<file path="config.mk">
export PLATFORM = sky130hd
export DESIGN_NAME = lab2_cmd_parser_flat
export DESIGN_NICKNAME = d
export VERILOG_FILES = /design/src/rtl/lab2_cmd_pkg.sv /design/src/rtl/lab2_cmd_parser_if.sv /design/src/rtl/lab2_char_class.sv /design/src/rtl/lab2_cmd_parser.sv /design/src/flat_wrapper.sv
export SDC_FILE = /design/constraint.sdc
export NUM_CORES = 1
export LEC_CHECK = 0
export ABC_AREA = 1
export BUFFER_PORTS_ARGS = -buffer_cell sky130_fd_sc_hd__buf_2
export CORE_MARGIN = 2
export CORE_UTILIZATION = 45
export CTS_CLUSTER_DIAMETER = 80
export DETAILED_ROUTE_END_ITERATION = 16
export GPL_TIMING_DRIVEN = 0
export PLACE_DENSITY = 0.62
export SYNTH_ARGS = -nofsm -noshare
export SYNTH_HDL_FRONTEND = slang
export SYNTH_SLANG_ARGS = --single-unit
</file>
<file path="constraint.sdc">
create_clock -name clk -period 1.9 [get_ports clk]
set_clock_uncertainty 0.05 [all_clocks]
set_input_delay 0.095 -clock clk [delete_from_list [all_inputs] [get_ports clk]]
set_output_delay 0.095 -clock clk [all_outputs]
set_load 0.1 [all_outputs]
</file>
<file path="src/rtl/lab2_cmd_pkg.sv">
// Shared constants and types for the Lab2 command parser.
package lab2_cmd_pkg;

    localparam int unsigned CNT_W = 16;

    localparam logic [7:0] ASC_0     = 8'h30;
    localparam logic [7:0] ASC_9     = 8'h39;
    localparam logic [7:0] ASC_PLUS  = 8'h2B;
    localparam logic [7:0] ASC_MINUS = 8'h2D;
    localparam logic [7:0] ASC_CR    = 8'h0D;
    localparam logic [7:0] ASC_ESC   = 8'h1B;
    localparam logic [7:0] ASC_SP    = 8'h20;

    localparam logic [1:0] ERR_BADCHAR = 2'd1;
    localparam logic [1:0] ERR_ABORT   = 2'd2;
    localparam logic [1:0] ERR_TIMEOUT = 2'd3;

    typedef enum logic [2:0] {
        ST_IDLE,
        ST_GOT_A,
        ST_GOT_OP,
        ST_GOT_B,
        ST_ISSUE,
        ST_WAIT_RDY
    } state_t;

    typedef enum logic [2:0] {
        CC_DIGIT,
        CC_PLUS,
        CC_MINUS,
        CC_CR,
        CC_ESC,
        CC_SP,
        CC_OTHER
    } char_class_t;

    // Operands and operation collected while parsing one command.
    typedef struct packed {
        logic [7:0] r1;
        logic [7:0] r2;
        logic       sub;
    } adder_req_t;

endpackage

</file>
<file path="src/rtl/lab2_cmd_parser_if.sv">
// Request/response link between the command parser and the ASCII adder.
interface lab2_cmd_parser_if;
    logic [7:0] Gl_r1;
    logic [7:0] Gl_r2;
    logic       Gl_subtract;
    logic       Gl_adder_start;
    logic [7:0] L2_adder_data;
    logic       L2_adder_rdy;

    modport master (
        output Gl_r1, Gl_r2, Gl_subtract, Gl_adder_start,
        input  L2_adder_data, L2_adder_rdy
    );

    modport slave (
        input  Gl_r1, Gl_r2, Gl_subtract, Gl_adder_start,
        output L2_adder_data, L2_adder_rdy
    );
endinterface

</file>
<file path="src/rtl/lab2_char_class.sv">
// Classifies an incoming ASCII byte for the parser.
module lab2_char_class
    import lab2_cmd_pkg::*;
(
    input  logic [7:0]  rx_data,
    output char_class_t cls_c
);

    // Digit range first, then the single-byte tokens.
    always_comb begin
        cls_c = CC_OTHER;
        if (rx_data >= ASC_0 && rx_data <= ASC_9) begin
            cls_c = CC_DIGIT;
        end else begin
            case (rx_data)
                ASC_PLUS:  cls_c = CC_PLUS;
                ASC_MINUS: cls_c = CC_MINUS;
                ASC_CR:    cls_c = CC_CR;
                ASC_ESC:   cls_c = CC_ESC;
                ASC_SP:    cls_c = CC_SP;
                default:   cls_c = CC_OTHER;
            endcase
        end
    end

endmodule

</file>
<file path="src/rtl/lab2_cmd_parser.sv">
// Parses "<d><op><d><CR>" commands, drives the adder and reports its result.
module lab2_cmd_parser
    import lab2_cmd_pkg::*;
#(
    parameter int unsigned TIMEOUT = 255
) (
    input  logic              clk,
    input  logic              Gl_rst_n,
    input  logic [7:0]        rx_data,
    input  logic              rx_valid,
    output logic              rx_ready,
    lab2_cmd_parser_if.master adder,
    output logic [7:0]        cmd_result,
    output logic              cmd_result_vld,
    output logic              cmd_err,
    output logic [1:0]        err_code
);

    localparam logic [CNT_W-1:0] TO_LAST = CNT_W'(TIMEOUT - 1);

    state_t           state_q;
    adder_req_t       hold_q;
    logic [CNT_W-1:0] cnt_q;
    char_class_t      cls_c;
    logic             byte_fire_c;
    logic             exp_ok_c;

    lab2_char_class u_char_class (
        .rx_data (rx_data),
        .cls_c   (cls_c)
    );

    assign byte_fire_c = rx_valid & rx_ready;

    // Whether the current byte is the one expected in this parse state.
    always_comb begin
        exp_ok_c = 1'b0;
        case (state_q)
            ST_IDLE:   exp_ok_c = (cls_c == CC_DIGIT);
            ST_GOT_A:  exp_ok_c = (cls_c == CC_PLUS) || (cls_c == CC_MINUS);
            ST_GOT_OP: exp_ok_c = (cls_c == CC_DIGIT);
            ST_GOT_B:  exp_ok_c = (cls_c == CC_CR);
            default:   exp_ok_c = 1'b0;
        endcase
    end

    // Command FSM with hold registers, timeout counter and registered outputs.
    always_ff @(posedge clk or negedge Gl_rst_n) begin
        if (!Gl_rst_n) begin
            state_q              <= ST_IDLE;
            hold_q               <= '0;
            cnt_q                <= '0;
            rx_ready             <= 1'b1;
            adder.Gl_r1          <= '0;
            adder.Gl_r2          <= '0;
            adder.Gl_subtract    <= 1'b0;
            adder.Gl_adder_start <= 1'b0;
            cmd_result           <= '0;
            cmd_result_vld       <= 1'b0;
            cmd_err              <= 1'b0;
            err_code             <= '0;
        end else begin
            adder.Gl_adder_start <= 1'b0;
            cmd_result_vld       <= 1'b0;
            cmd_err              <= 1'b0;
            case (state_q)
                ST_IDLE, ST_GOT_A, ST_GOT_OP, ST_GOT_B: begin
                    if (byte_fire_c && cls_c != CC_SP) begin
                        if (cls_c == CC_ESC) begin
                            // ESC only aborts a command that has started.
                            if (state_q != ST_IDLE) begin
                                cmd_err  <= 1'b1;
                                err_code <= ERR_ABORT;
                                state_q  <= ST_IDLE;
                            end
                        end else if (!exp_ok_c) begin
                            cmd_err  <= 1'b1;
                            err_code <= ERR_BADCHAR;
                            state_q  <= ST_IDLE;
                        end else begin
                            case (state_q)
                                ST_IDLE: begin
                                    hold_q.r1 <= rx_data;
                                    state_q   <= ST_GOT_A;
                                end
                                ST_GOT_A: begin
                                    hold_q.sub <= (cls_c == CC_MINUS);
                                    state_q    <= ST_GOT_OP;
                                end
                                ST_GOT_OP: begin
                                    hold_q.r2 <= rx_data;
                                    state_q   <= ST_GOT_B;
                                end
                                default: begin
                                    // Operands and start become visible together in ISSUE.
                                    adder.Gl_r1          <= hold_q.r1;
                                    adder.Gl_r2          <= hold_q.r2;
                                    adder.Gl_subtract    <= hold_q.sub;
                                    adder.Gl_adder_start <= 1'b1;
                                    cnt_q                <= '0;
                                    rx_ready             <= 1'b0;
                                    state_q              <= ST_ISSUE;
                                end
                            endcase
                        end
                    end
                end
                ST_ISSUE: begin
                    // ISSUE counts as the first waited cycle.
                    cnt_q   <= cnt_q + CNT_W'(1);
                    state_q <= ST_WAIT_RDY;
                end
                ST_WAIT_RDY: begin
                    if (adder.L2_adder_rdy) begin
                        cmd_result     <= adder.L2_adder_data;
                        cmd_result_vld <= 1'b1;
                        rx_ready       <= 1'b1;
                        state_q        <= ST_IDLE;
                    end else if (cnt_q >= TO_LAST) begin
                        cmd_err  <= 1'b1;
                        err_code <= ERR_TIMEOUT;
                        rx_ready <= 1'b1;
                        state_q  <= ST_IDLE;
                    end else begin
                        cnt_q <= cnt_q + CNT_W'(1);
                    end
                end
                default: begin
                    rx_ready <= 1'b1;
                    state_q  <= ST_IDLE;
                end
            endcase
        end
    end

endmodule

</file>
<file path="src/flat_wrapper.sv">
// flat-port wrapper written by rule: the top's interface ports become plain ports
module lab2_cmd_parser_flat import lab2_cmd_pkg::*;
#(
    parameter int unsigned TIMEOUT = 255
)
  (clk, Gl_rst_n, rx_data, rx_valid, rx_ready, cmd_result, cmd_result_vld, cmd_err, err_code, adder_Gl_r1, adder_Gl_r2, adder_Gl_subtract, adder_Gl_adder_start, adder_L2_adder_data, adder_L2_adder_rdy);
  lab2_cmd_parser_if adder_i ();
  input  logic clk;
  input  logic Gl_rst_n;
  input  logic [7:0] rx_data;
  input  logic rx_valid;
  output logic rx_ready;
  output logic [7:0] cmd_result;
  output logic cmd_result_vld;
  output logic cmd_err;
  output logic [1:0] err_code;
  output wire logic [$bits(adder_i.Gl_r1)-1:0] adder_Gl_r1;
  output wire logic [$bits(adder_i.Gl_r2)-1:0] adder_Gl_r2;
  output wire logic [$bits(adder_i.Gl_subtract)-1:0] adder_Gl_subtract;
  output wire logic [$bits(adder_i.Gl_adder_start)-1:0] adder_Gl_adder_start;
  input wire logic [$bits(adder_i.L2_adder_data)-1:0] adder_L2_adder_data;
  input wire logic [$bits(adder_i.L2_adder_rdy)-1:0] adder_L2_adder_rdy;
  assign adder_Gl_r1 = adder_i.Gl_r1;
  assign adder_Gl_r2 = adder_i.Gl_r2;
  assign adder_Gl_subtract = adder_i.Gl_subtract;
  assign adder_Gl_adder_start = adder_i.Gl_adder_start;
  assign adder_i.L2_adder_data = adder_L2_adder_data;
  assign adder_i.L2_adder_rdy = adder_L2_adder_rdy;
  lab2_cmd_parser #(.TIMEOUT(TIMEOUT)) u_core (.clk(clk), .Gl_rst_n(Gl_rst_n), .rx_data(rx_data), .rx_valid(rx_valid), .rx_ready(rx_ready), .adder(adder_i), .cmd_result(cmd_result), .cmd_result_vld(cmd_result_vld), .cmd_err(cmd_err), .err_code(err_code));
endmodule
</file>
# Word level (Yosys, flattened, before mapping)

Cells that the tools add are included.

Bits in registers: 67
Bits in latches: 0
RAM bits: 0
ROM bits: 0
Input bits: 20
Output and inout port bits: 31
Word-level logic and storage cells: 113
Memories kept: 0

Add/sub/neg operators: 1
$mul: 0
Div/mod/pow operators: 0
Order comparisons: 3
Equal/unequal tests: 25
Shifts and indexed selects: 0
Multiplexer cells: 46
Bitwise gates (word level): 4
Reductions and logical operators: 20

Operators with widths:

| cell                    | number |
|---|---|
| $mux W16                | 6 |
| $pmux W16 S3            | 1 |
| $eq A8 B6 Y1 const B    | 3 |
| $mux W3                 | 7 |
| $reduce_and A5 Y1       | 4 |
| $mux W1                 | 19 |
| $pmux W3 S3             | 2 |
| $add A16 B1 Y16 const B | 1 |
| $ge A16 B8 Y1 const B   | 1 |
| $pmux W3 S5             | 1 |
| $eq A3 B2 Y1 const B    | 4 |
| $mux W2                 | 6 |
| $reduce_and A6 Y1       | 2 |
| $eq A3 B3 Y1 const B    | 3 |
| $ne A3 B3 Y1 const B    | 3 |
| $eq A8 B4 Y1 const B    | 1 |
| $eq A8 B5 Y1 const B    | 1 |
| $ge A8 B6 Y1 const B    | 1 |
| $le A8 B6 Y1 const B    | 1 |
| $ne A2 B2 Y1 const B    | 4 |
| $reduce_and A7 Y1       | 1 |
| $eq A3 B1 Y1 const B    | 2 |
| $logic_not A3 Y1        | 2 |
| $ne A2 B1 Y1 const B    | 3 |
| other kinds (15)        | 20 |

# Logic depth before layout (Yosys ltp)

Word-level depth: 10
Mapped depth: 11
Depth with buffers taken out: 11

# Cells and area by module

A second synthesis with hierarchy kept.

Cell total of the unflattened synthesis: 439
Area total of the unflattened synthesis: 3473.3 um^2

Modules (own cells, without submodules):

| module          | instances | cells each | area an instance (um^2) | seq. area each (um^2) |
|---|---|---|---|---|
| lab2_cmd_parser | 1         | 405        | 3306.9                  | 1677.9 |
| lab2_char_class | 1         | 34         | 166.4                   | 0.0 |

# Worst setup path before layout

No wires, ideal clock.

Path type: flip-flop to flip-flop
Start: register u_core.rx_ready
End: register u_core.adder.Gl_r2[0]
Library setup time: 0.074 ns
Data arrival time: 1.754 ns
Required time: 1.776 ns
Path slack: 0.022 ns
Cell stages (with the launch flop): 8
Path buffers: 1
Period minus slack after synthesis: 1.878 ns
Cell sequence: dfstp_2 -> nand2_1 -> inv_1 -> nand2_2 -> nor3_4 -> buf_6 -> nor2_1 -> a21oi_2

Longest elaborated chain between the ends: 3

RTL lines:

| element                            | RTL line                 | text |
|---|---|---|
| start: declaration                 | lab2_cmd_parser.sv:11    | `output logic rx_ready,` |
| start signal: assignment           | lab2_cmd_parser.sv:53    | `rx_ready <= 1'b1;` |
| start signal: assignment           | lab2_cmd_parser.sv:101   | `rx_ready <= 1'b0;` |
| start signal: assignment           | lab2_cmd_parser.sv:117   | `rx_ready <= 1'b1;` |
| $and A1 B1 Y1                      | lab2_cmd_parser.sv:33    | `assign byte_fire_c = rx_valid & rx_ready;` |
| $logic_and A1 B1 Y1                | lab2_cmd_parser.sv:68    | `if (byte_fire_c && cls_c != CC_SP) begin` |
| $reduce_and A5 Y1 (no source line) | n/a                      |  |
| end signal: assignment             | lab2_cmd_parser.sv:97    | `adder.Gl_r2 <= hold_q.r2;` |
| end: declaration                   | lab2_cmd_parser_if.sv:11 | `output Gl_r1, Gl_r2, Gl_subtract, Gl_adder_start,` |

No other way between the ends.
A chain may end at the register's enable or synchronous reset.

# Final worst setup path

Start: input rx_data[1]
End: register u_core.adder.Gl_r2[5]

Longest elaborated chain between the ends: 7
Elaborated cells between the ends (all ways): 21
Those cells by class: order compare (2); eq/ne (10); mux (3); bitwise (1); reduce/logical (5)

RTL lines:

| element                                            | RTL line                                     | text |
|---|---|---|
| start: declaration                                 | flat_wrapper.sv:10                           | `input logic [7:0] rx_data;` |
| $ge A8 B6 Y1, or another cell as far along         | lab2_char_class.sv:12                        | `if (rx_data >= ASC_0 && rx_data <= ASC_9) begin` |
| $logic_and A1 B1 Y1 or $pmux W3 S5 (tied branches) | lab2_char_class.sv:12, lab2_char_class.sv:15 |  |
| $mux W3 *                                          | lab2_char_class.sv:12                        |  |
| $eq A3 B1 Y1 or $eq A3 B2 Y1 (tied branches)       | lab2_cmd_parser.sv:40                        | `ST_GOT_A: exp_ok_c = (cls_c == CC_PLUS) \|\| (cls_c == CC_MINUS);` |
| $logic_or A1 B1 Y1                                 | lab2_cmd_parser.sv:40                        |  |
| $pmux W1 S3                                        | lab2_cmd_parser.sv:38                        | `case (state_q)` |
| $reduce_and A5 Y1 (no source line) *               | n/a                                          |  |

Every way passes the cells marked *; elsewhere a longest branch is shown, timed or not.

==> flow_summary.ini <==
[synth]
synthSimpleGateAreaFrac_pct = 32.9
synth_most_common_cell = nand2_1
synth_ff_type = dfrtp_1
synth-compound-area-share_pct = 8.54
synth_edf_count = 0
yosysTopAreaCell = dfrtp_1
syn_area_um2 = 3370
synth_fa_ha_area_share_pct = 0.743
syn_inst = 430
synth_cell_type_count = 31
synth_area_leaders = dfrtp_1, nand2_1, nor2_1
synthTopCellsByCount = nand2_1, dfrtp_1, nor2_1
synth_seq_area_share_pct = 49.8
ys_ff_latch = 67
synth_fp_nets = 452
yosysWarningCount = 0
synthMuxAreaShare_pct = 0
synth_top_family_by_area = simple AND/OR/NAND/NOR gates
ys_async_sr_fraction_pct = 100
synth_top_area_share_pct = 49.0
synth-xor-area-share_pct = 0.520
synth_area_per_cell_um2 = 7.83

[setup_path]
crit_type = input port to register
crit_required_ns = 2.13
path_max_fanout = 10
cp_top_family = buffers and inverters
cp.arrival_ns = 2.00
start_kind = input port
cp_slowest_cell = dlygate4sd3_1
cpPeakStageDelay_ns = 0.53
path_cells = dlygate4sd3_1 > buf_2 > inv_1 > nand2_1 > nor2_4 > nand3_4 > nor3_4 > buf_6 > nor2_2 > a21oi_2
path_buf_inv = 4
worstSetupEndpointType = register

[floorplanning]
die_h_um = 90.5
die_w_um = 90.5
start_util_pct = 46.4
num_rows = 31
dieArea_um2 = 8190
pin_count = 51
core_um2 = 7250

[clocking]
clock_path_buffers = 2
htree_levels = 3
cts_tree = yes
cts_made_buffers = 9
clk_pin_slew_ns = 0.08
clk-insertion-delay-late_ns = 0.35
cts-root-buf = clkbuf_8
cts.sinks = 67

[timing]
finalSetupViolations = 0
drv_slew = 0
min_period_ns = 1.77
totalNegativeSetupSlack_ns = 0
tightest_slew_ns = 0.851
relSlewSlack_pct = 43.2
holdWs_ns = 0.0377
fin_crit_sh_pct = 93.2
final-hold-violation-count = 0
fmax_mhz = 565
rsz0062_at_grt = false

[place]
gp_congestion = 0.841
numPortBuffers = 50
placed_cells = 579
detailed_place_hpwl_um = 5110

[grt]
grt_pass1_wl_um = 12900
grtUsageTotal_pct = 19.5
grt_pass1_vias = 2869
antenna_found_initial = 0
grt_max_degree = 68
overflow = 0

[final_layout]
num-fill-cells = 707
stdcell_count = 607
fin_nets = 526
area_growth_pct = 23.0
drive_gt1_share_pct = 22.4
antenna_cells = 0

[route]
drc = 0
drt_pass1_iterations = 4
vias = 2902
wl_um = 7240
routedWlPerCell_um = 11.9
drt-initial-drc-count = 93
antenna_left = 0
avgViaCountPerCell = 4.78

[pwr]
ir_worst_vdd_uv = 443
total_power_uw = 3190
powerDensity_nw_per_um2 = 769
leakage_uw = 0.00232

[worst_hold_path]
hold_class = input port to register

[outcome]
status = complete, no violations

[flow_run]
cap_violations = 0
[flip-flops by register name (all words and copies together) (netlist names), 2 cells and up]
| register | cells |
|---|---|
| u_core.hold_q | 17 |
| u_core.cnt_q | 16 |
| u_core.adder.Gl_r1 | 8 |
| u_core.adder.Gl_r2 | 8 |
| u_core.cmd_result | 8 |
| u_core.state_q | 3 |
| u_core.err_code | 2 |
[cell type report]
class / count / area, um^2 / area share [%]
Multi-Input combinational cell: 305 / 1450 / 35.1
Clock inverter: 6 / 115 / 2.78
Inverter: 49 / 188 / 4.53
Buffer: 9 / 78.8 / 1.90
Sequential cell: 67 / 1680 / 40.5
Clock buffer: 9 / 124 / 2.99
Tap cell: 99 / 124 / 2.99
Timing Repair Buffer: 63 / 380 / 9.18
[metrics by stage]
step,instance area [um^2],util (%),worst slack (ns)
2_1_floorplan,3370,-,0.0217
3_3_place_gp,3740,51.6,0.0983
3_5_place_dp,3740,51.6,0.0835
4_1_cts,4100,56.6,0.0501
5_1_grt,4140,57.1,0.00221
6_report,4140,57.1,0.130
[logic make-up after synthesis]
logic type	count (synthesis)
xor+xnor	2
buf+inv	58
simple gates	255
flops	67
fa+ha+maj	2
compound gates	46
[cell usage in the layout, fill, tap and decap left out, types with 2 or more instances in the layout]
cell	instances
o21ai_1	10
nor3_4	2
inv_1	47
ha_1	2
dfrtp_1	65
nor2_2	6
nor3_2	2
clkinv_4	2
a21oi_1	6
o21ai_0	13
nand2_2	5
nor2_1	51
dlygate4sd3_1	12
buf_4	6
nand3_1	30
nand2_1	141
bufinv_16	3
a21oi_2	12
nand4_1	5
clkinvlp_4	2
or2_2	6
o21bai_1	3
buf_6	4
buf_2	49
clkbuf_8	9
nor3_1	2
[power breakdown]
part	total [uW]	internal, uW	switching, uW
clock network	1440	869	569
logic	266	69.4	197
registers	1480	1470	18.4
total	3190	2400	784
[what timing repair did]
action | 4_1_cts | 5_1_grt
endpoints found under the hold margin | 79 | 0
hold buffers | 12 | 0
setup endpoints to repair | 0 | 22
resized for setup | 0 | 16
setup buffers | 0 | 1
[path summary, 6_finish.rpt]
kind	from	end	slack, ns	depth (start not counted)
setup / recovery	rx_data[1]	u_core.adder.Gl_r2[5]	0.13	10
max in group asynchronous	Gl_rst_n	u_core.hold_q[12]	0.89	2
hold / removal	rx_data[2]	u_core.hold_q[11]	0.04	3
min in group asynchronous	Gl_rst_n	u_core.adder.Gl_r1[3]	0.31	2
hold reg to reg	u_core.hold_q[13]	u_core.hold_q[13]	0.41	2
setup reg to reg	u_core.state_q[0]	u_core.cmd_result[4]	0.17	8
[per-layer routing]
layer  global-route usage (%)  up-vias  share of wire (%)
met5                        0        -                  0
li1                         -     1499                  -
met1                     24.7     1354                 47
met3                     3.76        8                3.2
met2                     33.3       41                 49
met4                     6.92        0                1.3
[worst reg2reg max path: stages (launching register included)]
cell        delay, ns
dfrtp_1          0.41
inv_1            0.10
nor2_1           0.06
nand2_1          0.13
inv_1            0.07
nand2_1          0.33
clkinvlp_4       0.31
nand2_1          0.11
nand2_1          0.05
No activity file was read; power rests on OpenSTA's default activity.
